File: config.mk
export PLATFORM = sky130hd
export DESIGN_NAME = mult_share_arbiter
export DESIGN_NICKNAME = d
export VERILOG_FILES = /design/src/rtl/mult_share_arbiter.sv
export SDC_FILE = /design/constraint.sdc
export NUM_CORES = 1
export LEC_CHECK = 0
export CORE_UTILIZATION = 42
export CTS_CLUSTER_DIAMETER = 200
export DETAILED_ROUTE_END_ITERATION = 8
export PLACE_DENSITY = 0.85
export SETUP_SLACK_MARGIN = 0.2
export SYNTH_ARGS = -nofsm -noshare
export SYNTH_HDL_FRONTEND = slang
export SYNTH_SLANG_ARGS = --single-unit
File: constraint.sdc
create_clock -name clk -period 5.2 [get_ports clk]
set_input_delay 1.04 -clock clk [delete_from_list [all_inputs] [get_ports clk]]
set_output_delay 1.04 -clock clk [all_outputs]
set_load 0.1 [all_outputs]
File: src/rtl/mult_share_arbiter.sv
// Round-robin front end that shares one start-pulsed sequential 8x8 multiplier
// between NUM_REQ requesters. Only one operation is in flight at a time. The
// product goes back to the requester that owns it with a one-cycle strobe.

// Per-lane decode: turns the shared winner/owner index into this lane's strobes.
module mult_share_lane #(
  parameter int LANE  = 0,
  parameter int IDX_W = 2
) (
  input  logic             grant_en,
  input  logic [IDX_W-1:0] winner,
  input  logic             done,
  input  logic [IDX_W-1:0] owner,
  output logic             gnt,
  output logic             res_valid
);
  assign gnt       = grant_en && (winner == IDX_W'(LANE));
  assign res_valid = done && (owner == IDX_W'(LANE));
endmodule

module mult_share_arbiter #(
  parameter int NUM_REQ      = 4,
  parameter int MULT_LATENCY = 9,
  parameter int CNT_W        = 4
) (
  input  logic                 clk,
  input  logic                 rst,
  input  logic [NUM_REQ-1:0]   req,
  input  logic [8*NUM_REQ-1:0] req_a,
  input  logic [8*NUM_REQ-1:0] req_b,
  output logic [NUM_REQ-1:0]   gnt,
  output logic [NUM_REQ-1:0]   res_valid,
  output logic [15:0]          res_data,
  output logic                 busy,
  output logic                 mult_start,
  output logic [7:0]           mult_in0,
  output logic [7:0]           mult_in1,
  input  logic [15:0]          mult_out
);
  localparam int IDX_W = (NUM_REQ > 1) ? $clog2(NUM_REQ) : 1;

  typedef enum logic [1:0] {IDLE, START, WAIT, DONE} state_t;

  typedef struct packed {
    logic [7:0] a;
    logic [7:0] b;
  } op_t;

  state_t             state, state_d;
  op_t  [NUM_REQ-1:0] ops;
  logic [IDX_W-1:0]   ptr, owner, winner, cand;
  logic [CNT_W-1:0]   cnt;
  logic               found, grant_en;

  // Unpack the flat operand buses into one struct per lane.
  for (genvar i = 0; i < NUM_REQ; i++) begin : g_ops
    assign ops[i].a = req_a[8*i +: 8];
    assign ops[i].b = req_b[8*i +: 8];
  end

  // Round-robin pick: first set req bit scanning upward from ptr, wrapping.
  always_comb begin
    found  = 1'b0;
    winner = '0;
    cand   = '0;
    for (int k = 0; k < NUM_REQ; k++) begin
      cand = IDX_W'((int'(ptr) + k) % NUM_REQ);
      if (!found && req[cand]) begin
        found  = 1'b1;
        winner = cand;
      end
    end
  end

  // A grant is only offered from IDLE, and never while reset is held.
  assign grant_en = (state == IDLE) && found && !rst;

  for (genvar i = 0; i < NUM_REQ; i++) begin : g_lane
    mult_share_lane #(.LANE(i), .IDX_W(IDX_W)) u_lane (
      .grant_en  (grant_en),
      .winner    (winner),
      .done      (state == DONE),
      .owner     (owner),
      .gnt       (gnt[i]),
      .res_valid (res_valid[i])
    );
  end

  // Next-state logic and the strobes that depend only on the state.
  always_comb begin
    state_d    = state;
    mult_start = 1'b0;
    busy       = grant_en;
    case (state)
      IDLE:  if (grant_en) state_d = START;
      START: begin
        mult_start = 1'b1;
        busy       = 1'b1;
        state_d    = WAIT;
      end
      WAIT: begin
        busy = 1'b1;
        if (cnt == '0) state_d = DONE;
      end
      DONE: begin
        busy    = 1'b1;
        state_d = IDLE;
      end
      default: state_d = IDLE;
    endcase
  end

  // State register; reset drops any in-flight operation.
  always_ff @(posedge clk) begin
    if (rst) state <= IDLE;
    else     state <= state_d;
  end

  // Datapath: operand latch at grant, latency countdown, result capture, pointer advance.
  always_ff @(posedge clk) begin
    if (rst) begin
      owner    <= '0;
      ptr      <= '0;
      cnt      <= '0;
      mult_in0 <= '0;
      mult_in1 <= '0;
      res_data <= '0;
    end else begin
      case (state)
        IDLE: if (grant_en) begin
          owner    <= winner;
          mult_in0 <= ops[winner].a;
          mult_in1 <= ops[winner].b;
        end
        START: cnt <= CNT_W'(MULT_LATENCY - 1);
        WAIT: begin
          if (cnt != '0) cnt <= cnt - 1'b1;
          else           res_data <= mult_out;
        end
        DONE: ptr <= (owner == IDX_W'(NUM_REQ - 1)) ? '0 : owner + 1'b1;
        default: ;
      endcase
    end
  end
endmodule

# Word level (Yosys, flattened, before mapping)
# Cells that the tools add are included.
[totals] output_inout_bits=42 elab_cells=84 regBits=42 inputBits=86
[classes] n_addsub=5 n_eq_ne=12 n_reduce_logical=28 muxes=26 n_lt_le_gt_ge=5 bitwise_logic=1
[ops] cell="16-bit binary-select mux with 2-bit select" count=1
[ops] cell="16-bit two-way mux" count=1
[ops] cell="2-bit by 3-bit less-than comparator with 1-bit output (second input constant)" count=5
[ops] cell="2-bit two-way mux" count=7
[ops] cell="1-bit logical AND" count=13
[ops] cell="2-bit equality test (second input constant)" count=6
[ops] cell="1-bit two-way mux" count=10
[ops] cell="1-bit binary-select mux with 2-bit select" count=4
[ops] cell="2-bit one-hot mux with 4 select lines" count=1
[ops] cell="4-bit one-hot mux with 2 select lines" count=1
[ops] cell="2-bit AND reduction" count=4
[ops] cell="2-bit by 1-bit equality test with 1-bit output (second input constant)" count=3
[ops] cell="2-bit zero test" count=3
[ops] cell="2-bit by 1-bit adder with 2-bit output (second input constant)" count=2
[ops] cell="2-bit adder (second input constant)" count=2
[ops] cell="1-bit zero test" count=4
[ops] cell="4-bit zero test" count=1
[ops] cell="4-bit two-way mux" count=1
[ops] cell="2-bit inequality test (second input constant)" count=2
[ops] cell="4-bit nonzero test" count=1
[ops] cell="4-bit by 1-bit subtractor with 4-bit output (second input constant)" count=1
[ops] cell="3-bit OR reduction" count=1
[ops] cell="2-bit by 1-bit inequality test with 1-bit output (second input constant)" count=1
[ops] cell="2-bit nonzero test" count=1
[ops] cell="1-bit inverter" count=1

# Depth between registers and ports, before layout
# Gate-level depths: netlist of run 1.
[logic_depth] depth_word=16 ltp_mapped=8 ltp_nobuf=7

# Modules after synthesis
# From an unflattened synthesis of run 1, not the netlist that was laid out.
[unflattened] cells_unflattened=261 hier_area_um2=2318.5
[by_module_without_submodules] module="mult_share_arbiter" area_each_um2=2245.9 instances=1 seq_area_each_um2=840.8 cells_each=253
[by_module_without_submodules] module="mult_share_lane (g_lane[1].u_lane ...)" area_each_um2=17.5 instances=2 seq_area_each_um2=0.0 cells_each=2
[by_module_without_submodules] module="mult_share_lane (g_lane[0].u_lane)" area_each_um2=25.0 instances=1 seq_area_each_um2=0.0 cells_each=2
[by_module_without_submodules] module="mult_share_lane (g_lane[3].u_lane)" area_each_um2=12.5 instances=1 seq_area_each_um2=0.0 cells_each=2

# Least setup slack after synthesis of run 1
# Ideal clock, no wire load.
[synth_path] path_type="input port to output port" from="in req[2]" to="out gnt[1]" path_buffers=3 path_stages=7 setup_slack_ns=1.715 required_ns=4.160 arrival_time_ns=2.445 cell_sequence="nor2b_1 > a211o_1 > and2_1 > buf_4 > buf_6 > nor3_1 > buf_4"
[synth_between] elab_chain_len=15 elab_cells_between_ends=26 cone_classes="eq/ne: 1; mux: 16; reduce/logical: 9"
[synth_lines] item="start, declared" line_no="28" rtl="input logic [NUM_REQ-1:0] req,"
[synth_lines] item="1-bit binary-select mux with 2-bit select" line_no="68" rtl="if (!found && req[cand]) begin"
[synth_lines] item="1-bit two-way mux (implied by the code)" line_no="68"
[synth_lines] item="1-bit two-way mux" line_no="68"
[synth_lines] item="1-bit zero test" line_no="68"
[synth_lines] item="1-bit logical AND" line_no="68"
[synth_lines] item="1-bit two-way mux" line_no="68"
[synth_lines] item="1-bit zero test" line_no="68"
[synth_lines] item="1-bit logical AND" line_no="68"
[synth_lines] item="1-bit two-way mux" line_no="68"
[synth_lines] item="1-bit zero test" line_no="68"
[synth_lines] item="1-bit logical AND" line_no="68"
[synth_lines] item="1-bit two-way mux" line_no="68"
[synth_lines] item="1-bit logical AND (2 in a row)" line_no="76" rtl="assign grant_en = (state == IDLE) && found && !rst;"
[synth_lines] item="1-bit logical AND *" line_no="17" rtl="assign gnt = grant_en && (winner == IDX_W'(LANE));"
[synth_lines] item="end, declared" line_no="31" rtl="output logic [NUM_REQ-1:0] gnt,"
# Mark *: on every way between the ends. The rest lies on a longest branch, timed or not. The select of a mux whose other input is x is not followed.

# Worst setup path after layout of run 1
[layout_path] from="in req[2]" to="out gnt[3]"
# The elaborated chain is that of the path after synthesis.

==> results of run 1 <==
[flip-flops by register name, summed over array words and instances (netlist names)]
name and flops:
cnt 4, mult_in0 8, mult_in1 8, owner 2, ptr 2, res_data 16, state 2
[worst paths after layout]
kind	startpoint	endpoint	slack [ns]	cells after the start
worst max-delay path	req[2]	gnt[3]	0.81	6
worst max register to register	state[1]	mult_in1[4]	2.69	7
worst min register to register	res_data[6]	res_data[6]	0.46	2
worst min-delay path	res_data[6]	res_data[6]	0.46	2
[Yosys cell counts, types with 5 or more instances]
master	instances	area [um2]
nand2_1	53	199
dfxtp_1	42	841
mux2i_1	21	210
a21oi_1	19	95.1
a21boi_0	16	120
and3_1	15	93.8
nor2_1	15	56.3
o211ai_1	15	113
o21ai_0	14	70.1
clkbuf_1	11	41.3
buf_4	10	75.1
ha_1	10	125
inv_1	7	26.3
and2_1	5	31.3
nor2b_1	5	31.3
[placed cells by master (no fill, tap or decap), drive strengths merged, types with 2 or more instances in the layout]
cell type,netlist,final
clkdlybuf4s50,0,122
nand2,54,54
dfxtp,42,42
mux2i,21,21
a21oi,19,19
o21ai,17,17
a21boi,16,16
nor2,15,15
and3,15,15
o211ai,15,15
ha,10,10
buf,15,8
inv,7,7
nor2b,5,5
and2,5,5
clkbuf,11,5
nor3,3,3
nand2b,3,3
nor4,3,3
o21a,2,2
nand3b,2,2
nand3,2,2
clkinvlp,0,2
or2,2,2
[power groups by stage]
stage	Sequential [uW]	Clock [uW]	Combinational (uW)
6_report	467	261	1200
3_5_place_dp	474	0	1200
3_3_place_gp	469	0	1190
4_1_cts	467	269	1200
5_1_grt	481	288	1250
2_1_floorplan	986	0	396
[layout make-up]
class | count | area share [%]
Multi-Input combinational cell | 217 | 36.2
Timing Repair Buffer | 130 | 35.3
Sequential cell | 42 | 22.3
Tap cell | 72 | 2.39
Clock buffer | 5 | 1.83
Clock inverter | 3 | 1.20
Inverter | 7 | 0.698
[metrics by stage]
stage          hold WS [ns]  area (um2)  instances  setup WS, ns  utilization, %
6_report              0.457        3770        476         0.809            68.8
5_1_grt               0.479        3770        476         0.625            68.8
4_1_cts               0.459        3770        476         0.813            68.8
3_5_place_dp          0.448        3650        468         0.834            66.7
3_3_place_gp          0.441        3650        468         0.906            66.7
2_1_floorplan         0.457        2380        292          1.72               -
[worst min-delay path: cells and delay by family, from the launching register on]
family	cells	cell delay, ns
flip-flops	1	0.31
AND/OR/NAND/NOR	1	0.05
AO/OA/AOI/OAI	1	0.05
[cells by family (layout without fill, tap and decap cells)]
family          Yosys count  after routing  share of synthesized area [%]
flops                    42             42                           35.4
mux                      22             22                           9.32
compound gates           73             73                           20.2
buf+inv                  33            145                           7.26
fa+ha+maj                10             10                           5.26
xor+xnor                  1              1                          0.368
simple gates            111            111                           22.3
[routing by layer]
metal  GRT usage (%)  vias to the layer above  wire (um)  share of wire (%)
li1                -                     1219          -                  -
met5               0                        -          0                  0
met3            5.95                       14        351                5.4
met2            38.5                       80       3210                 49
met1            27.4                     1077       2790                 43
met4            9.43                        0        180                2.8
==> flow_summary.toml, run 1 <==
[synthesis]
synth_edf_count = 0
synthArstFlopShare_pct = 0
yosys_warnings = 0
syn-num-nets = 388
netlist_instances = 292
synth_seq_cells = 42
synth_ff_type = "dfxtp_1"
ys_types = 37
synth.avg_cell_area_um2 = 8.14
syn-cell-area_um2 = 2380
seq_area_frac_synth_pct = 35.4

[layout]
nFillCells = 474
area_growth_pct = 58.4
post_route_cells_drive_above_1_share_pct = 5.20
regArea_um2 = 841
multi_input_area_um2 = 1360
final_nets = 499
num_antenna_cells = 0

[power]
ir_drop_uv = 342
powerDensity_nw_per_um2 = 511
internal_power_uw = 882
total_power_uw = 1930
power_frac_seq_pct = 24.3
power_frac_clock_pct = 13.6
power_frac_comb_pct = 62.2
swShare_pct = 54.2
power.switching_uw = 1040
p_leak_uw = 0.00142

[floorplanning]
die_area_um2 = 5970
core_area_um2 = 5470
num_rows = 27
die_h_um = 77.2
fp.dieW_um = 77.2
start_util_pct = 43.4
io_pins = 128

[job]
maxCapViolations = 0

[timing]
period_share_pct = 84.4
maxSlewHeadroom_pct = 26.4
max_freq_mhz = 228
tns_ns = 0
slew_viol_final = 0
final-setup-viol-count = 0
rsz0062_at_grt = "false"
timing_worst_slew_pin_value_ns = 1.10
clock_skew_ns = 0.00775
period_needed_ns = 4.39
hold_viol_final = 0

[global_route]
grt.total_usage_pct = 22.9
overflow = 0
grt_max_degree = 33
grt_antenna_before_repair = 0
grt_pass1_vias = 2236
grt_first_pass_wirelength_um = 10800

[run_status]
status = "finished, violations left"
violations = "design-rule violations"

[drt]
first_pass_iters = 6
vias_per_cell = 5.02
wirelength_um = 6530
wl_per_cell_um = 13.7
via_count = 2390
drtIter0Drc = 112
ant_nets = 0
drc = 2

[setup_path]
crit_fanout = 32
path_delay_family = "simple AND/OR/NAND/NOR gates"
path_class = "in -> out"
endpoint_kind = "primary output"
critPathBufInv = 2
required_ns = 4.16
slowest_delay_ns = 0.63
critPathLaunchType = "input port"
worst_ep_arrival_time_ns = 3.35
slowest_stage = "a211o_1"
crit_path_cell_trace = "clkdlybuf4s50_1 -> nor2b_1 -> a211o_1 -> nand2_1 -> nor3_1 -> buf_12"

[clock_network]
cts_num_sinks = 42
clkTransAtPathRegs_ns = 0.08
clk_path_buf_depth = 2
cts_max_level = 2
cts_tree = "built"
cts_hold_buf = 0
cts_resized = 0
cts-buffers-inserted = 5
clkLatencyLatePin_ns = 0.30
root_buffer = "clkbuf_8"
post-cts-setup-buffers = 0

[placed_design]
gp_congestion = 0.835
portBuffers = 127
hpwl_um = 5020

[min_path]
hp-class = "reg -> reg"
(Power assumes the default switching activity.)
==> run 2, diff against run 1 <==
- CORE_UTILIZATION: 42 -> 36
- PLACE_DENSITY: 0.85 -> 0.78
- clock period: 5.2 -> 3.9 ns (I/O delays scaled with it)
==> flow_summary.toml, run 2 (synthesized netlist as in run 1, its figures left out) <==
[floorplanning]
io_pins = 128
core_area_um2 = 6350
fp.dieW_um = 83.3
die_area_um2 = 6930
num_rows = 29
start_util_pct = 37.4
die_h_um = 83.3

[job]
maxCapViolations = 0

[setup_path]
critPathLaunchType = "input port"
slowest_stage = "clkdlybuf4s50_1"
required_ns = 3.12
crit_fanout = 9
setup.reg_to_reg.worst_slack_ns = 1.37
path_delay_family = "buffers and inverters"
endpoint_kind = "primary output"
crit_path_cell_trace = "clkdlybuf4s50_1 -> nor2b_1 -> a211o_1 -> and2_1 -> buf_4 -> nor2_1 -> buf_12"
path_class = "in -> out"
worst_ep_arrival_time_ns = 2.75
slowest_delay_ns = 0.60
critPathBufInv = 3

[clock_network]
cts_num_sinks = 42
post-cts-setup-buffers = 0
clkLatencyLatePin_ns = 0.31
cts_tree = "built"
cts_resized = 0
clkTransAtPathRegs_ns = 0.10
root_buffer = "clkbuf_8"
cts_max_level = 2
clk_path_buf_depth = 2
cts_hold_buf = 0
cts-buffers-inserted = 5

[placed_design]
hpwl_um = 5300
portBuffers = 127
gp_congestion = 0.818

[min_path]
hp-class = "reg -> reg"

[drt]
wirelength_um = 6890
wl_per_cell_um = 14.2
drtIter0Drc = 90
first_pass_iters = 4
vias_per_cell = 5.08
ant_nets = 0
drc = 0
via_count = 2464

[layout]
area_growth_pct = 59.4
post_route_cells_drive_above_1_share_pct = 7.11
largest_reg_flops = 16
num_antenna_cells = 0
final_nets = 503
final_cell_mix = "clkdlybuf4s50_1 (118), nand2_1 (53), dfxtp_1 (42)"
nFillCells = 583
reg.largest.list = "res_data: 16 flops, mult_in0: 8 flops, mult_in1: 8 flops"
multi_input_area_um2 = 1360
fin_util_pct = 59.7
regArea_um2 = 841
largest_register = "res_data"
final_common_cell = "clkdlybuf4s50_1"

[power]
p_leak_uw = 0.00145
ir_drop_uv = 420
powerDensity_nw_per_um2 = 679

[global_route]
grt_first_pass_wirelength_um = 11500
grt_pass1_vias = 2419
grt_max_degree = 32
overflow = 0
grt_antenna_before_repair = 0
grt.total_usage_pct = 20.4

[run_status]
status = "finished, final reports clean"

[timing]
timing_worst_slew_pin_value_ns = 1.10
clock_skew_ns = 0.0121
period_share_pct = 90.5
period_needed_ns = 3.53
final-setup-viol-count = 0
maxSlewHeadroom_pct = 25.8
slew_viol_final = 0
rsz0062_at_grt = "false"
hold_viol_final = 0
max_freq_mhz = 283
tns_ns = 0
==> run 2: worst paths after layout <==
path | from | to | cells past startpoint
hold / removal | res_data[13] | res_data[13] | 2
hold reg to reg | res_data[13] | res_data[13] | 2
setup reg to reg | state[0] | mult_in1[2] | 7
setup / recovery | req[1] | gnt[0] | 7
==> run 2: through the flow <==
step / instances / hold WS (ns) / instance area, um2 / setup slack [ns] / power [uW]
3_5_place_dp: 477 / 0.447 / 3690 / 0.367 / 2270
4_1_cts: 485 / 0.460 / 3790 / 0.361 / 2590
6_report: 485 / 0.457 / 3790 / 0.370 / 2570
5_1_grt: 485 / 0.483 / 3790 / 0.235 / 2690
3_3_place_gp: 477 / 0.441 / 3690 / 0.419 / 2250
2_1_floorplan: 292 / 0.457 / 2380 / 0.935 / 1840
==> run 2: final cells by class <==
type	count	share of cell area (%)
clock buffer	5	1.82
clock inverter	3	0.760
inverter	7	0.694
multi-input combinational	217	36.0
sequential	42	22.2
tap	77	2.54
timing repair buffer	134	36.0
==> run 2: worst register-to-register path, cell delays in order (launching register included) <==
cell and delay (ns):
dfxtp_1 0.35, inv_1 0.12, ha_1 0.24, o41ai_4 0.14
or2_1 0.31, nor4_2 0.85, o21ai_0 0.30, o211ai_1 0.16
==> run 2: metal layers <==
| metal | track usage [%] | vias up | share of wire [%] |
|---|---|---|---|
| met5 | 0 | - | 0 |
| met4 | 6.43 | 0 | 2.1 |
| met3 | 4.47 | 13 | 4.9 |
| met2 | 34.2 | 75 | 48 |
| met1 | 26.1 | 1149 | 45 |
| li1 | - | 1227 | - |
==> run 2: power by group <==
part / leakage, uW / switching, uW / internal, uW
combinational: 0.00106 / 1170 / 464
sequential: 0.000344 / 73.2 / 549
clock: 0.0000506 / 176 / 134
total: 0.00145 / 1420 / 1150
